### config.mk
export PLATFORM = sky130hd
export DESIGN_NAME = cp0_reg_flat
export DESIGN_NICKNAME = d
export VERILOG_FILES = /design/src/rtl/cp0_reg_if.sv /design/src/rtl/cp0_reg.sv /design/src/flat_wrapper.sv
export SDC_FILE = /design/constraint.sdc
export NUM_CORES = 1
export LEC_CHECK = 0
export ABC_AREA = 1
export CORE_ASPECT_RATIO = 1.25
export CORE_UTILIZATION = 40
export CTS_CLUSTER_DIAMETER = 30
export CTS_CLUSTER_SIZE = 14
export DETAILED_ROUTE_END_ITERATION = 16
export GPL_ROUTABILITY_DRIVEN = 1
export PLACE_DENSITY = 0.77
export SETUP_SLACK_MARGIN = 0.15
export SLEW_MARGIN = 20
export SYNTH_ARGS = -nofsm -noshare
export SYNTH_HDL_FRONTEND = slang
export SYNTH_SLANG_ARGS = --single-unit
export TNS_END_PERCENT = 100
### constraint.sdc
create_clock -name clk -period 1.9 [get_ports clk]
set_input_delay 0.285 -clock clk [delete_from_list [all_inputs] [get_ports clk]]
set_output_delay 0.285 -clock clk [all_outputs]
set_load 0.005 [all_outputs]
### src/rtl/cp0_reg_if.sv
// CP0 access bus: writeback-stage write port plus the EX-stage mfc0 read port.
interface cp0_reg_if;
  logic        we_i;
  logic [4:0]  waddr_i;
  logic [31:0] data_i;
  logic [4:0]  raddr_i;
  logic [31:0] data_o;

  modport master (output we_i, output waddr_i, output data_i, output raddr_i, input data_o);
  modport slave  (input we_i, input waddr_i, input data_i, input raddr_i, output data_o);
endinterface

### src/rtl/cp0_reg.sv
// Coprocessor-0 register file: Count/Compare timer, Status, Cause, EPC, PRId, Config.
// Optional CP0_COUNT_DIV2_EN: Count advances every other cycle.
module cp0_reg #(
  parameter logic [31:0] PRID_VALUE   = 32'h004C0102,
  parameter logic [31:0] CONFIG_VALUE = 32'h00008000,
  parameter logic [31:0] STATUS_RESET = 32'h10000000
) (
  input  logic        clk,
  input  logic        rst,
  cp0_reg_if.slave    bus,
  input  logic [5:0]  int_i,
  output logic [31:0] count_o,
  output logic [31:0] compare_o,
  output logic [31:0] status_o,
  output logic [31:0] cause_o,
  output logic [31:0] epc_o,
  output logic [31:0] config_o,
  output logic [31:0] prid_o,
  output logic        timer_int_o
);

  localparam logic [4:0] ADDR_COUNT   = 5'd9;
  localparam logic [4:0] ADDR_COMPARE = 5'd11;
  localparam logic [4:0] ADDR_STATUS  = 5'd12;
  localparam logic [4:0] ADDR_CAUSE   = 5'd13;
  localparam logic [4:0] ADDR_EPC     = 5'd14;
  localparam logic [4:0] ADDR_PRID    = 5'd15;
  localparam logic [4:0] ADDR_CONFIG  = 5'd16;

  // Software-writable Cause bits: IV, WP, IP[1:0]
  localparam logic [31:0] CAUSE_WMASK = 32'h00C00300;

  logic        wr_count;
  logic        wr_compare;
  logic        wr_status;
  logic        wr_cause;
  logic        wr_epc;
  logic        count_tick;
  logic        timer_match;
  logic [31:0] cause_next;

  assign wr_count   = bus.we_i && (bus.waddr_i == ADDR_COUNT);
  assign wr_compare = bus.we_i && (bus.waddr_i == ADDR_COMPARE);
  assign wr_status  = bus.we_i && (bus.waddr_i == ADDR_STATUS);
  assign wr_cause   = bus.we_i && (bus.waddr_i == ADDR_CAUSE);
  assign wr_epc     = bus.we_i && (bus.waddr_i == ADDR_EPC);

  assign timer_match = (compare_o != 32'd0) && (count_o == compare_o);

`ifdef CP0_COUNT_DIV2_EN
  logic count_phase;

  always_ff @(posedge clk) begin
    if (rst || wr_count) count_phase <= 1'b0;
    else                 count_phase <= ~count_phase;
  end

  assign count_tick = count_phase;
`else
  assign count_tick = 1'b1;
`endif

  always_comb begin
    cause_next        = wr_cause ? (bus.data_i & CAUSE_WMASK) : (cause_o & CAUSE_WMASK);
    cause_next[15:10] = int_i;
  end

  always_ff @(posedge clk) begin
    if (rst) begin
      count_o     <= 32'd0;
      compare_o   <= 32'd0;
      status_o    <= STATUS_RESET;
      cause_o     <= 32'd0;
      epc_o       <= 32'd0;
      timer_int_o <= 1'b0;
    end else begin
      if (wr_count)        count_o <= bus.data_i;
      else if (count_tick) count_o <= count_o + 32'd1;

      if (wr_compare) compare_o <= bus.data_i;

      // Writing Compare acknowledges the timer, even against a same-cycle match
      if (wr_compare)       timer_int_o <= 1'b0;
      else if (timer_match) timer_int_o <= 1'b1;

      if (wr_status) status_o <= bus.data_i;
      if (wr_epc)    epc_o    <= bus.data_i;
      cause_o <= cause_next;
    end
  end

  assign prid_o   = PRID_VALUE;
  assign config_o = CONFIG_VALUE;

  always_comb begin
    bus.data_o = 32'd0;
    if (!rst) begin
      case (bus.raddr_i)
        ADDR_COUNT:   bus.data_o = count_o;
        ADDR_COMPARE: bus.data_o = compare_o;
        ADDR_STATUS:  bus.data_o = status_o;
        ADDR_CAUSE:   bus.data_o = cause_o;
        ADDR_EPC:     bus.data_o = epc_o;
        ADDR_PRID:    bus.data_o = PRID_VALUE;
        ADDR_CONFIG:  bus.data_o = CONFIG_VALUE;
        default:      bus.data_o = 32'd0;
      endcase
    end
  end

endmodule
### src/flat_wrapper.sv
// flat-port wrapper written by rule: the top's interface ports become plain ports
module cp0_reg_flat 
#(
  parameter logic [31:0] PRID_VALUE   = 32'h004C0102,
  parameter logic [31:0] CONFIG_VALUE = 32'h00008000,
  parameter logic [31:0] STATUS_RESET = 32'h10000000
)
  (clk, rst, int_i, count_o, compare_o, status_o, cause_o, epc_o, config_o, prid_o, timer_int_o, bus_we_i, bus_waddr_i, bus_data_i, bus_raddr_i, bus_data_o);
  cp0_reg_if bus_i ();
  input  logic clk;
  input  logic rst;
  input  logic [5:0] int_i;
  output logic [31:0] count_o;
  output logic [31:0] compare_o;
  output logic [31:0] status_o;
  output logic [31:0] cause_o;
  output logic [31:0] epc_o;
  output logic [31:0] config_o;
  output logic [31:0] prid_o;
  output logic timer_int_o;
  input wire logic [$bits(bus_i.we_i)-1:0] bus_we_i;
  input wire logic [$bits(bus_i.waddr_i)-1:0] bus_waddr_i;
  input wire logic [$bits(bus_i.data_i)-1:0] bus_data_i;
  input wire logic [$bits(bus_i.raddr_i)-1:0] bus_raddr_i;
  output wire logic [$bits(bus_i.data_o)-1:0] bus_data_o;
  assign bus_i.we_i = bus_we_i;
  assign bus_i.waddr_i = bus_waddr_i;
  assign bus_i.data_i = bus_data_i;
  assign bus_i.raddr_i = bus_raddr_i;
  assign bus_data_o = bus_i.data_o;
  cp0_reg #(.PRID_VALUE(PRID_VALUE), .CONFIG_VALUE(CONFIG_VALUE), .STATUS_RESET(STATUS_RESET)) u_core (.clk(clk), .rst(rst), .bus(bus_i), .int_i(int_i), .count_o(count_o), .compare_o(compare_o), .status_o(status_o), .cause_o(cause_o), .epc_o(epc_o), .config_o(config_o), .prid_o(prid_o), .timer_int_o(timer_int_o));
endmodule
==> results.json <==
{
  "cts-hold-fix-buffers": 0,
  "layout.area.seq_um2": 2836,
  "power.density_nw_per_um2": 587.9,
  "fmax_mhz": 543.8,
  "cp-end-kind": "output port",
  "holdWs_ps": 365.1,
  "yosysSeqAreaShare": 0.3480,
  "ys_warn_count": 0,
  "worstReg2RegStart": "u_core.count_o[1]",
  "dr.pass1.iters": 7,
  "start_util": 0.4091,
  "row_count": 57,
  "die_h_um": 160.1,
  "synth_xor_area_frac": 0.03505,
  "place_congestion": 0.9907,
  "synth_top_family_by_area": "simple AND/OR/NAND/NOR gates",
  "antenna_found_initial": 1,
  "fillers": 1686,
  "r2r_slack_ps": 240,
  "synth.area.top_cells": "dfxtp_1 35%, nand2_1 11%, o21ai_0 8.6%",
  "fin_nets": 1558,
  "worstHoldStart": "int_i[1]",
  "core_um2": 19540,
  "r2r_end": "u_core.count_o[19]",
  "fin_crit_sh": 0.9679,
  "min_to": "u_core.cause_o[11]",
  "status": "complete, no violations",
  "design.portCount": 308,
  "layout-drive-gt1-share": 0.2111,
  "clock_sinks": 139,
  "drtIter0Drc": 995,
  "muxShareOfSynthArea": 0,
  "die-area_um2": 20560,
  "required_ps": 1620,
  "synth_cell_types": 39,
  "synthToLayoutAreaGrowth_pct": 52.49,
  "synth-compound-area-share": 0.1865,
  "die_x_um": 128.5,
  "clock-root-buffer": "clkbuf_16",
  "grt_pass1_vias": 8600,
  "cts_tree": "built",
  "yosys.area_share.simple": 0.2480,
  "cts_buffer_depth": 2,
  "drc": 0,
  "finClkSkew_ps": 10.33,
  "vias": 9435,
  "portBuffers": 221,
  "yosys-top-cells-count": "225 x nand2_1, 153 x nor2_1, 139 x dfxtp_1, 139 x inv_1, 137 x o21ai_0",
  "r2r.worst_path.cells": 10,
  "grt_pass1_wl_um": 49640,
  "criticalPathCategory": "in -> out",
  "hold_path_class": "in -> reg",
  "async_reset_ff_frac": 0,
  "p_total_mw": 7.168,
  "min_period_ps": 1839,
  "h-tree-depth": 4,
  "grt_remaining_overflow": 0,
  "setup_viol": 0,
  "ys_ff_latch": 139,
  "yosysTopAreaCellShare": 0.3480,
  "routed_wl_um": 33870,
  "slew_viol_final": 0,
  "grt.total_usage": 0.3218,
  "syn_inst": 1197,
  "drv_cap": 0,
  "fin_tns_setup_ps": 0,
  "syn_avg_cell_area_um2": 6.679,
  "cp-start-kind": "input port",
  "wl_per_cell_um": 19.01,
  "grt_setup_unrepaired": "true",
  "synth-edff-count": 0,
  "synth_most_common_cell": "nand2_1",
  "hold_viol": 0,
  "insertion_delay_ps": 430,
  "worstPathArrival_ps": 1550,
  "critPathMaxFanout": 7,
  "hold_depth": 3,
  "yosys.area.top_type": "dfxtp_1",
  "synth_area_um2": 7995,
  "irDropWorstVdd_v": 0.0005792,
  "dp_hpwl_um": 24610,
  "numCtsBuffers": 17,
  "synthFlopType": "dfxtp_1",
  "multi_input_comb_area_um2": 4472,
  "drtAntennaViolNets": 0,
  "viasPerCell": 5.295,
  "grt_max_degree": 65,
  "path_clk_slew_ps": 60,
  "synthAdderAreaFrac": 0.001565,
  "power_leakage_nw": 5.421
}
per-stage QoR:
stage | instances | utilization | instance area, um2 | setup slack (ps)
5_1_grt | 1781 | 0.6238 | 12190 | 29.37
6_report | 1782 | 0.6239 | 12190 | 60.94
4_1_cts | 1775 | 0.6085 | 11890 | 69.75
3_3_place_gp | 1725 | 0.5585 | 10910 | -830.7
3_5_place_dp | 1725 | 0.5585 | 10910 | -835.8
2_1_floorplan | 1281 | - | 8310 | 330.7
final cells by class:
type | instances | area share
repair buffers | 351 | 0.2834
well taps | 265 | 0.02720
clock inverters | 7 | 0.007697
flip-flops and latches | 139 | 0.2327
multi-input cells | 856 | 0.3668
inverters | 141 | 0.04403
clock buffers | 22 | 0.03807
diodes | 1 | 0.0002053
how the worst max path moves through the flow:
stage	startpoint	endpoint	slack [ps]	depth (start not counted)
finish	bus_raddr_i[3]	bus_data_o[14]	60	10
detailed placement	bus_raddr_i[3]	bus_data_o[14]	-840	9
floorplan	u_core.count_o[0]	u_core.count_o[28]	330	10
global placement	bus_raddr_i[3]	bus_data_o[14]	-830	9
global route	bus_raddr_i[4]	bus_data_o[14]	30	9
CTS	bus_raddr_i[0]	bus_data_o[14]	70	10
where the power goes:
part,switching [mW],internal (mW),total (mW)
sequential,0.0616,2.96,3.03
combinational,0.469,0.413,0.881
clock,1.29,1.98,3.26
cell usage in the layout (no fill, tap or decap), drive strengths merged:
master	n
a221oi	7
nor2	165
buf	163
xor2	10
nor4	1
nand4	7
a21oi	76
o21ai	141
o211ai	5
bufinv	2
a31oi	4
a41oi	14
clkinv	3
o22ai	5
ha	1
dlymetal6s2s	3
clkdlybuf4s50	177
xnor2	22
dfxtp	139
o21bai	10
and3	1
diode	1
or2	4
bufbuf	1
nand3	43
conb	86
clkinvlp	2
dlygate4sd2	6
clkbuf	23
a211oi	1
nand3b	3
inv	141
nor3	14
a22oi	6
nand2	230
metal layers:
layer  vias up  track usage  part of all wire
met4         0       0.1663             0.057
met5         -            0                 0
met2       675       0.5174              0.47
met1      4336       0.3981              0.37
li1       4284            -                 -
met3       140      0.07337              0.11
worst max-delay path, stage by stage:
cell	delay, ps
buf_6	90
inv_2	50
nor2_4	140
nand2_4	90
nor2_4	190
buf_12	160
buf_8	130
nand2_4	60
a41oi_4	200
buf_2	160
cells by family (layout without fill, tap and decap cells):
| group | count (synthesis) | after routing |
|---|---|---|
| buf+inv | 286 | 521 |
| other cells | 2 | 87 |
| xor+xnor | 32 | 32 |
| flops | 139 | 139 |
| fa+ha+maj | 1 | 1 |
| simple gates | 468 | 468 |
| compound gates | 269 | 269 |
state kept, by name, summed over array words and instances (netlist names):
| register | cells |
|---|---|
| u_core.count_o | 32 |
| u_core.compare_o | 32 |
| u_core.cause_o | 10 |
| u_core.epc_o | 32 |
| u_core.timer_int_o | 1 |
| u_core.status_o | 32 |
what timing repair did:
action | CTS | global route
gates cloned | 4 | 1
resized for setup | 250 | 81
pin swaps | 32 | 40
endpoints found under the hold margin | 0 | 0
setup buffers | 17 | 5
endpoints found under the setup margin | 58 | 57
Power figures use the tool's default switching activity.
